File: src/rtl/uart_pkg.sv
// Types and constants shared between the UART transmitter and its front-end arbiter.
package uart_pkg;

  localparam int UART_FRAME_W = 9;

  typedef enum logic [1:0] {
    IDLE      = 2'd0,
    START     = 2'd1,
    WAIT_DONE = 2'd2
  } arb_state_t;

  // Index width for a requester count; a single requester still gets a 1-bit index.
  function automatic int idx_width(input int n);
    return (n > 1) ? $clog2(n) : 1;
  endfunction

endpackage

File: src/rtl/uart_rr_pick.sv
// Combinational round-robin picker: first valid requester at or after ptr, wrapping modulo N_REQ.
module uart_rr_pick
  import uart_pkg::*;
#(
  parameter int  N_REQ = 4,
  localparam int IDX_W = idx_width(N_REQ)
) (
  input  logic [N_REQ-1:0] valid,
  input  logic [IDX_W-1:0] ptr,
  output logic [IDX_W-1:0] winner,
  output logic             any_valid
);

  logic [IDX_W:0] cand;

  always_comb begin
    winner    = '0;
    any_valid = 1'b0;
    cand      = '0;
    for (int k = 0; k < N_REQ; k++) begin
      cand = {1'b0, ptr} + (IDX_W + 1)'(k);
      if (cand >= (IDX_W + 1)'(N_REQ)) begin
        cand = cand - (IDX_W + 1)'(N_REQ);
      end
      if (!any_valid && valid[cand[IDX_W-1:0]]) begin
        any_valid = 1'b1;
        winner    = cand[IDX_W-1:0];
      end
    end
  end

endmodule

File: src/rtl/uart_tx_arbiter.sv
// Round-robin arbiter that feeds N_REQ frame requesters into one UART transmitter.
// Handshake: a requester holds req_valid/req_data until req_ack; req_ack means the UART took the frame.
module uart_tx_arbiter
  import uart_pkg::*;
#(
  parameter int  N_REQ         = 4,
  parameter int  DATA_W        = UART_FRAME_W,
  parameter int  START_TIMEOUT = 1024,
  localparam int IDX_W         = idx_width(N_REQ)
) (
  input  logic                         clk,
  input  logic                         rst,
  input  logic [N_REQ-1:0]             req_valid,
  input  logic [N_REQ-1:0][DATA_W-1:0] req_data,
  output logic [N_REQ-1:0]             req_ack,
  output logic [N_REQ-1:0]             req_done,
  output logic                         uart_start,
  output logic [DATA_W-1:0]            uart_data,
  input  logic                         uart_ready,
  input  logic                         uart_busy,
  output logic [IDX_W-1:0]             grant_id,
  output logic                         active,
  output logic                         timeout_err,
  output arb_state_t                   dbg_state
);

  localparam logic [15:0] TIMEOUT_LAST = 16'(START_TIMEOUT - 1);

  arb_state_t               state_q, state_d;
  logic [IDX_W-1:0]         ptr_q, ptr_d;
  logic [IDX_W-1:0]         grant_id_q, grant_id_d;
  logic                     uart_start_q, uart_start_d;
  logic [DATA_W-1:0]        uart_data_q, uart_data_d;
  logic [N_REQ-1:0]         req_ack_q, req_ack_d;
  logic [N_REQ-1:0]         req_done_q, req_done_d;
  logic                     active_q, active_d;
  logic                     timeout_err_q, timeout_err_d;
  logic [15:0]              cnt_q, cnt_d;

  logic [IDX_W-1:0]         pick_idx;
  logic                     pick_any;

  uart_rr_pick #(.N_REQ(N_REQ)) u_pick (
    .valid     (req_valid),
    .ptr       (ptr_q),
    .winner    (pick_idx),
    .any_valid (pick_any)
  );

  function automatic logic [IDX_W-1:0] next_idx(input logic [IDX_W-1:0] i);
    if (int'(i) >= N_REQ - 1) return '0;
    return i + IDX_W'(1);
  endfunction

  always_comb begin
    state_d       = state_q;
    ptr_d         = ptr_q;
    grant_id_d    = grant_id_q;
    uart_start_d  = uart_start_q;
    uart_data_d   = uart_data_q;
    cnt_d         = cnt_q;
    req_ack_d     = '0;
    req_done_d    = '0;
    timeout_err_d = 1'b0;

    case (state_q)
      IDLE: begin
        if (pick_any && uart_ready) begin
          state_d      = START;
          grant_id_d   = pick_idx;
          uart_data_d  = req_data[pick_idx];
          uart_start_d = 1'b1;
          cnt_d        = '0;
        end
      end
      // The transmitter samples start only on its baud tick, so hold it until busy shows up.
      START: begin
        if (uart_busy) begin
          uart_start_d          = 1'b0;
          req_ack_d[grant_id_q] = 1'b1;
          state_d               = WAIT_DONE;
        end else if (cnt_q == TIMEOUT_LAST) begin
          uart_start_d  = 1'b0;
          timeout_err_d = 1'b1;
          ptr_d         = next_idx(grant_id_q);
          state_d       = IDLE;
        end else begin
          cnt_d = cnt_q + 16'd1;
        end
      end
      WAIT_DONE: begin
        if (!uart_busy && uart_ready) begin
          req_done_d[grant_id_q] = 1'b1;
          ptr_d                  = next_idx(grant_id_q);
          state_d                = IDLE;
        end
      end
      default: begin
        state_d      = IDLE;
        uart_start_d = 1'b0;
      end
    endcase

    active_d = (state_d != IDLE);
  end

  always_ff @(posedge clk or posedge rst) begin
    if (rst) begin
      state_q       <= IDLE;
      ptr_q         <= '0;
      grant_id_q    <= '0;
      uart_start_q  <= 1'b0;
      uart_data_q   <= '0;
      req_ack_q     <= '0;
      req_done_q    <= '0;
      active_q      <= 1'b0;
      timeout_err_q <= 1'b0;
      cnt_q         <= '0;
    end else begin
      state_q       <= state_d;
      ptr_q         <= ptr_d;
      grant_id_q    <= grant_id_d;
      uart_start_q  <= uart_start_d;
      uart_data_q   <= uart_data_d;
      req_ack_q     <= req_ack_d;
      req_done_q    <= req_done_d;
      active_q      <= active_d;
      timeout_err_q <= timeout_err_d;
      cnt_q         <= cnt_d;
    end
  end

  assign req_ack     = req_ack_q;
  assign req_done    = req_done_q;
  assign uart_start  = uart_start_q;
  assign uart_data   = uart_data_q;
  assign grant_id    = grant_id_q;
  assign active      = active_q;
  assign timeout_err = timeout_err_q;
  assign dbg_state   = state_q;

endmodule
File: config.mk
export PLATFORM = sky130hd
export DESIGN_NAME = uart_tx_arbiter
export DESIGN_NICKNAME = d
export VERILOG_FILES = /design/src/rtl/uart_pkg.sv /design/src/rtl/uart_rr_pick.sv /design/src/rtl/uart_tx_arbiter.sv
export SDC_FILE = /design/constraint.sdc
export NUM_CORES = 1
export LEC_CHECK = 0
export ABC_AREA = 1
export BUFFER_PORTS_ARGS = -buffer_cell sky130_fd_sc_hd__buf_2
export CAP_MARGIN = 0
export CORE_MARGIN = 2
export CORE_UTILIZATION = 35
export DETAILED_ROUTE_END_ITERATION = 6
export GPL_TIMING_DRIVEN = 0
export MAX_ROUTING_LAYER = met4
export SETUP_SLACK_MARGIN = 0.5
export SLEW_MARGIN = 20
export SYNTH_ARGS = -nofsm -noshare
export SYNTH_HDL_FRONTEND = slang
export SYNTH_SLANG_ARGS = --single-unit
File: constraint.sdc
create_clock -name clk -period 2.2 [get_ports clk]
set_input_delay 0.22 -clock clk [delete_from_list [all_inputs] [get_ports clk]]
set_output_delay 0.22 -clock clk [all_outputs]
set_load 0.01 [all_outputs]
# Word-level counts from Yosys, hierarchy flattened
# Cells that the tools add are included.
[totals]
in_bits = 44
wordCells = 116
out_inout_bits = 24
ff_bits = 42
[classes]
add_sub_neg = 9
bitwise_logic = 1
n_eq_ne = 9
n_reduce_logical = 18
mux = 57
magnitude_cmp = 12
[ops]
columns = ["operator", "n"]
rows = [
  ["$mux 16", 3],
  ["$mux 2", 18],
  ["$pmux 16 s2", 1],
  ["$mux 1", 21],
  ["$bmux 9 s2", 1],
  ["$lt 2x3->1 const B", 6],
  ["$add 16x1->16 const B", 1],
  ["$eq 16x10->1 const B", 1],
  ["$mux 4", 4],
  ["$ne 2x2->1 const B", 5],
  ["$ge 3x3->1 const B", 3],
  ["$mux 9", 1],
  ["$bmux 1 s2", 4],
  ["$reduce_and 4->1", 2],
  ["$sub 2x1->2 const B", 4],
  ["$add 2x2->3 const B", 2],
  ["$logic_and 1x1->1", 6],
  ["$pmux 2 s3", 1],
  ["$reduce_bool 2->1", 3],
  ["$logic_not 1->1", 4],
  ["$pmux 2 s2", 1],
  ["$add 2x1->3 const B", 1],
  ["$ge 2x3->1 const B", 1],
  ["$ne 3x3->1 const B", 1],
  ["11 further kinds", 11],
]

# Longest topological paths before layout
[depth]
depth_word = 18
depth_mapped = 17
mapped_depth_nobuf = 15

# Modules after synthesis
# From an unflattened synthesis, not the netlist that was laid out.
[hier_totals]
cells_unflattened = 373
area_unflattened_um2 = 2665.1
[by_module_without_submodules]
columns = ["module", "instances", "cells_per_inst", "seq_area_each_um2", "area_each_um2"]
rows = [
  ["uart_tx_arbiter", 1, 314, 1051.0, 2346.0],
  ["uart_rr_pick", 1, 59, 0.0, 319.1],
]

# Worst setup path after synthesis
# No wires, ideal clock.
[synth_timing]
kind = "reg2reg"
start = "register cnt_q[0]"
end = "register cnt_q[9]"
path_stages_with_launch = 13
n_path_buf = 2
arrival_ps = 1694
setup_slack_ps = 390
required_time_ps = 2084
synth_period_minus_slack_ps = 1810
setup_time_ps = 116
cell_sequence = "dfrtp_1 -> ha_1 -> nand3_1 -> inv_2 -> nand2_1 -> nor2_1 -> nand2_1 -> nand3b_1 -> nand2_2 -> buf_6 -> buf_6 -> nand2_1 -> nand2_1"
[synth_between]
elab_chain_cells = 4
elab_cells_between_ends = 7
cone_classes = "1 x add/sub; 2 x eq/ne; 3 x mux; 1 x reduce/logical"
[synth_rtl]
columns = ["item", "line", "rtl"]
rows = [
  ["start: declaration", "uart_tx_arbiter.sv:38", "logic [15:0] cnt_q, cnt_d;"],
  ["start signal: assignment", "uart_tx_arbiter.sv:129", "cnt_q <= cnt_d;"],
  ["$add 16x1->16", "uart_tx_arbiter.sv:88", "cnt_d = cnt_q + 16'd1;"],
  ["$mux 16", "uart_tx_arbiter.sv:82", "end else if (cnt_q == TIMEOUT_LAST) begin"],
  ["$mux 16", "uart_tx_arbiter.sv:78", "if (uart_busy) begin"],
  ["$pmux 16 s2", "uart_tx_arbiter.sv:66", "case (state_q)"],
]
# Several ways; a longest one is shown, not always the timed one. The select of a mux whose other input is x is not followed.
# A chain may end at the register's enable or synchronous reset.

# Final worst setup path
[layout_timing]
start = "register ptr_q[0]"
end = "register cnt_q[2]"
[layout_between]
elab_chain_cells = 17
elab_cells_between_ends = 36
cone_classes = "7 x add/sub; 4 x order compare; 1 x eq/ne; 16 x mux; 8 x reduce/logical"
[layout_rtl]
columns = ["item", "line", "rtl"]
rows = [
  ["start: declaration", "uart_tx_arbiter.sv:30", "logic [IDX_W-1:0] ptr_q, ptr_d;"],
  ["start signal: assignment", "uart_tx_arbiter.sv:121", "ptr_q <= ptr_d;"],
  ["parallel branches: the longest is 13 deep, another holds $add 2x1->3", "--", ""],
  ["$mux 1 *", "uart_rr_pick.sv:25", "if (!any_valid && valid[cand[IDX_W-1:0]]) begin"],
  ["$logic_and 1x1->1 *", "uart_tx_arbiter.sv:68", "if (pick_any && uart_ready) begin"],
  ["$ne 2x2->1 (no line) *", "--", ""],
  ["$reduce_and 4->1 (no line) *", "--", ""],
]
# Every way passes the cells marked *. The select of a mux whose other input is x is not followed.

==> run metrics <==
Max Root-Sink Buffers=2; setup ws final=0.2867 ns; max_cap viols=0; number of antenna diodes=0; crit path max-delay cell type=dfrtp_1; Simple-Gate Fraction of Synth Area=0.3885; Worst-path clk slew=0.09 ns; initial antenna violation count=0; CP max stage delay=0.41 ns; PwrDens=1447 mW/mm2; 1st-iter DRT viols=203; Root Buffer Master=clkbuf_8; worst hold slack=0.1692 ns; clock sinks=42; hpwl dp=5126 um; TritonCTS clock tree=built; Fin. Hold Viols=0; Least-Margin Pin Slew=0.4404 ns; met3 Use GR=0.03237; die footprint=0.008332 mm2; Tot GR Track Use=0.1890; cell mode on critical path=nand2_2; area leader, netlist=dfrtp_1; vias per inst=4.797; mux cell area share after synthesis=0; Compound-Gate Fraction of Synth Area=0.07743; crit-path max FO=9; Final nets=545; adder-cell share of the synthesized area=0.02346; CP endpoint kind=flop; critical path required time=2.40 ns; # setup viols final=0; slew margin rel.=0.7060; XOR/XNOR Fraction of Synth Area=0.01314; Die Y=91.28 um; first-pass GRT wire length=12480 um; Crit Path Category=flop to flop; met1 GRT Util=0.2442; GRT overflow=0; Pint=0.002954 W; core area=0.007331 mm2; status=complete, no violations; number of remaining DRC errors=0; Syn-to-layout area delta=47.44%; CP startpoint kind=flop; Synth cell types=27; RSZ-0062 raised after global routing=true; fmax=522.7 MHz; class of the worst hold path=input port to flop; combinational share of power=0.710; Post-Syn Instances=385; cell family with most CP delay=simple AND/OR/NAND/NOR gates; DR pass1 iterations=5; syn_area_per_cell=6.925 um2; maximum level of the CTS H-tree=2; met2 Use GR=0.3049; sequential cell area fraction in the yosys report=0.3942; Routed WL per cell=12.93 um; Buf/Inv on CP=4; most frequent cells in the layout=107 x nand2_1, 67 x buf_2, 43 x inv_1; commonest non-fill, non-tap cell in the layout=nand2_1; IO Count=68; switching part of the total=0.4809; max-slew violations=0; PortBufs=67; DR vias=2859; min Tclk post-route=1.913 ns; TritonCTS buffer count=5; Sequential Power Share=0.199; final WL=7708 um; Rows=31; leakage power=2.081 nW; dominant cells by area after synthesis=dfrtp_1 39%, nand2_1 18%, nand3_1 9.9%; syn nets=434; Final ANT Viol Nets=0; Worst R2R Setup Slack=0.29 ns; #FFs+latches synth=42; arrival time at the worst endpoint=2.12 ns; Initial Utilization=0.3637; Synth Warn #=0; Peak VDD IR=1024 uV; Cell Chain, Critical Path=buf_6 > nand2_2 > nand2_4 > nand2_2 > nand2_2 > nor2_4 > nand3_4 > nand2_2 > inv_2 > nand2_4 > nand2_4 > buf_8 > buf_6 > a21oi_2 > nor2_1; worst skew pair latency=0.30 ns; layer with the highest usage=met2; switching power=0.002736 W; Die W=91.28 um; total negative setup slack=0 ns; post-synthesis instance area=0.002666 mm2; gpl congestion=0.9043; pin count of the biggest net entering global routing=24; final clock skew=0.008049 ns; Clock power frac=0.091; share of the synthesized area in the top cell type=0.3942; vias in the first global route=2719; Post-Place Worst Slack=0.1399 ns; main combinational cell family by area after synthesis=simple AND/OR/NAND/NOR gates; period utilization=0.8697; layout cells sized above 1=0.4064
==> per-stage QoR <==
step | cell area, um2 | util | total power (W) | cells
2_1_floorplan | 2701 | - | 0.003111 | 385
3_3_place_gp | 3161 | 0.4311 | 0.003777 | 551
3_5_place_dp | 3188 | 0.4349 | 0.003822 | 552
4_1_cts | 3756 | 0.5124 | 0.005362 | 588
5_1_grt | 3931 | 0.5363 | 0.006120 | 596
6_report | 3931 | 0.5363 | 0.005690 | 596
==> what timing repair did <==
action / CTS / global route
hold endpoints to repair: 19 / 0
cloned: 5 / 0
pin swaps: 13 / 17
hold buffers: 1 / 0
gates resized for setup: 71 / 29
buffers inserted: 22 / 8
setup endpoints to repair: 32 / 32
==> cell type report <==
cell class                      count  area [um2]
Buffer                             11       142.6
Clock buffer                        5       68.82
Clock inverter                      3       23.77
Fill cell                         696        3400
Inverter                           52       197.7
Multi-Input combinational cell    280        1613
Sequential cell                    42        1052
Tap cell                           99       123.9
Timing Repair Buffer              104       709.4
==> synth_stat cells <==
cell,n
nor2_1,30
ha_1,5
clkbuf_1,1
o21ai_1,1
o21ai_0,11
inv_2,4
nand2_2,7
inv_1,48
buf_4,3
nand3_1,53
a21bo_2,1
buf_2,4
o21a_1,1
nand2_4,1
o31ai_1,3
nor4_1,3
a21oi_1,9
nor2_4,1
nand2_1,131
nand3b_1,1
nand3_4,1
o21ai_2,7
buf_6,3
xor2_1,4
dfrtp_1,42
nor3_1,5
nand4_1,5
==> sequential cells by signal (all words and copies together), names as in the netlist <==
register and flops:
uart_start 1, req_done 4, uart_data 9, active 1, grant_id 2, ptr_q 2, cnt_q 16, req_ack 4
timeout_err 1, dbg_state 2
==> cell families (layout without fill, tap and decap cells) <==
kind of cell | Yosys count | in the layout
flip-flops | 42 | 42
buffers and inverters | 63 | 175
AND/OR/NAND/NOR | 238 | 238
AO/OA/AOI/OAI | 33 | 33
XOR/XNOR | 4 | 4
adder cells (fa/ha/maj) | 5 | 5
==> power groups by stage <==
stage               registers [W]  clock network, W  logic [W]
detailed placement        0.00113                 0    0.00269
floorplan                 0.00117                 0    0.00194
finish                    0.00113          0.000515    0.00404
CTS                       0.00112          0.000528    0.00371
global route              0.00116          0.000564    0.00440
global placement          0.00113                 0    0.00264
==> final timing paths <==
| check | start | endpoint | cells after the start |
|---|---|---|---|
| worst max register to register | ptr_q[0] | cnt_q[2] | 15 |
| worst min register to register | uart_data[7] | uart_data[7] | 2 |
| worst min-delay path | uart_busy | timeout_err | 2 |
| max in group asynchronous | rst | cnt_q[7] | 4 |
| min in group asynchronous | rst | cnt_q[11] | 3 |
| worst max-delay path | ptr_q[0] | cnt_q[2] | 15 |
==> per-layer routing <==
layer	up-vias	wire length (um)
li1	1442	-
met3	17	490
met2	119	3644
met5	-	0
met4	0	165
met1	1281	3408
No activity file was read; power rests on OpenSTA's default activity.
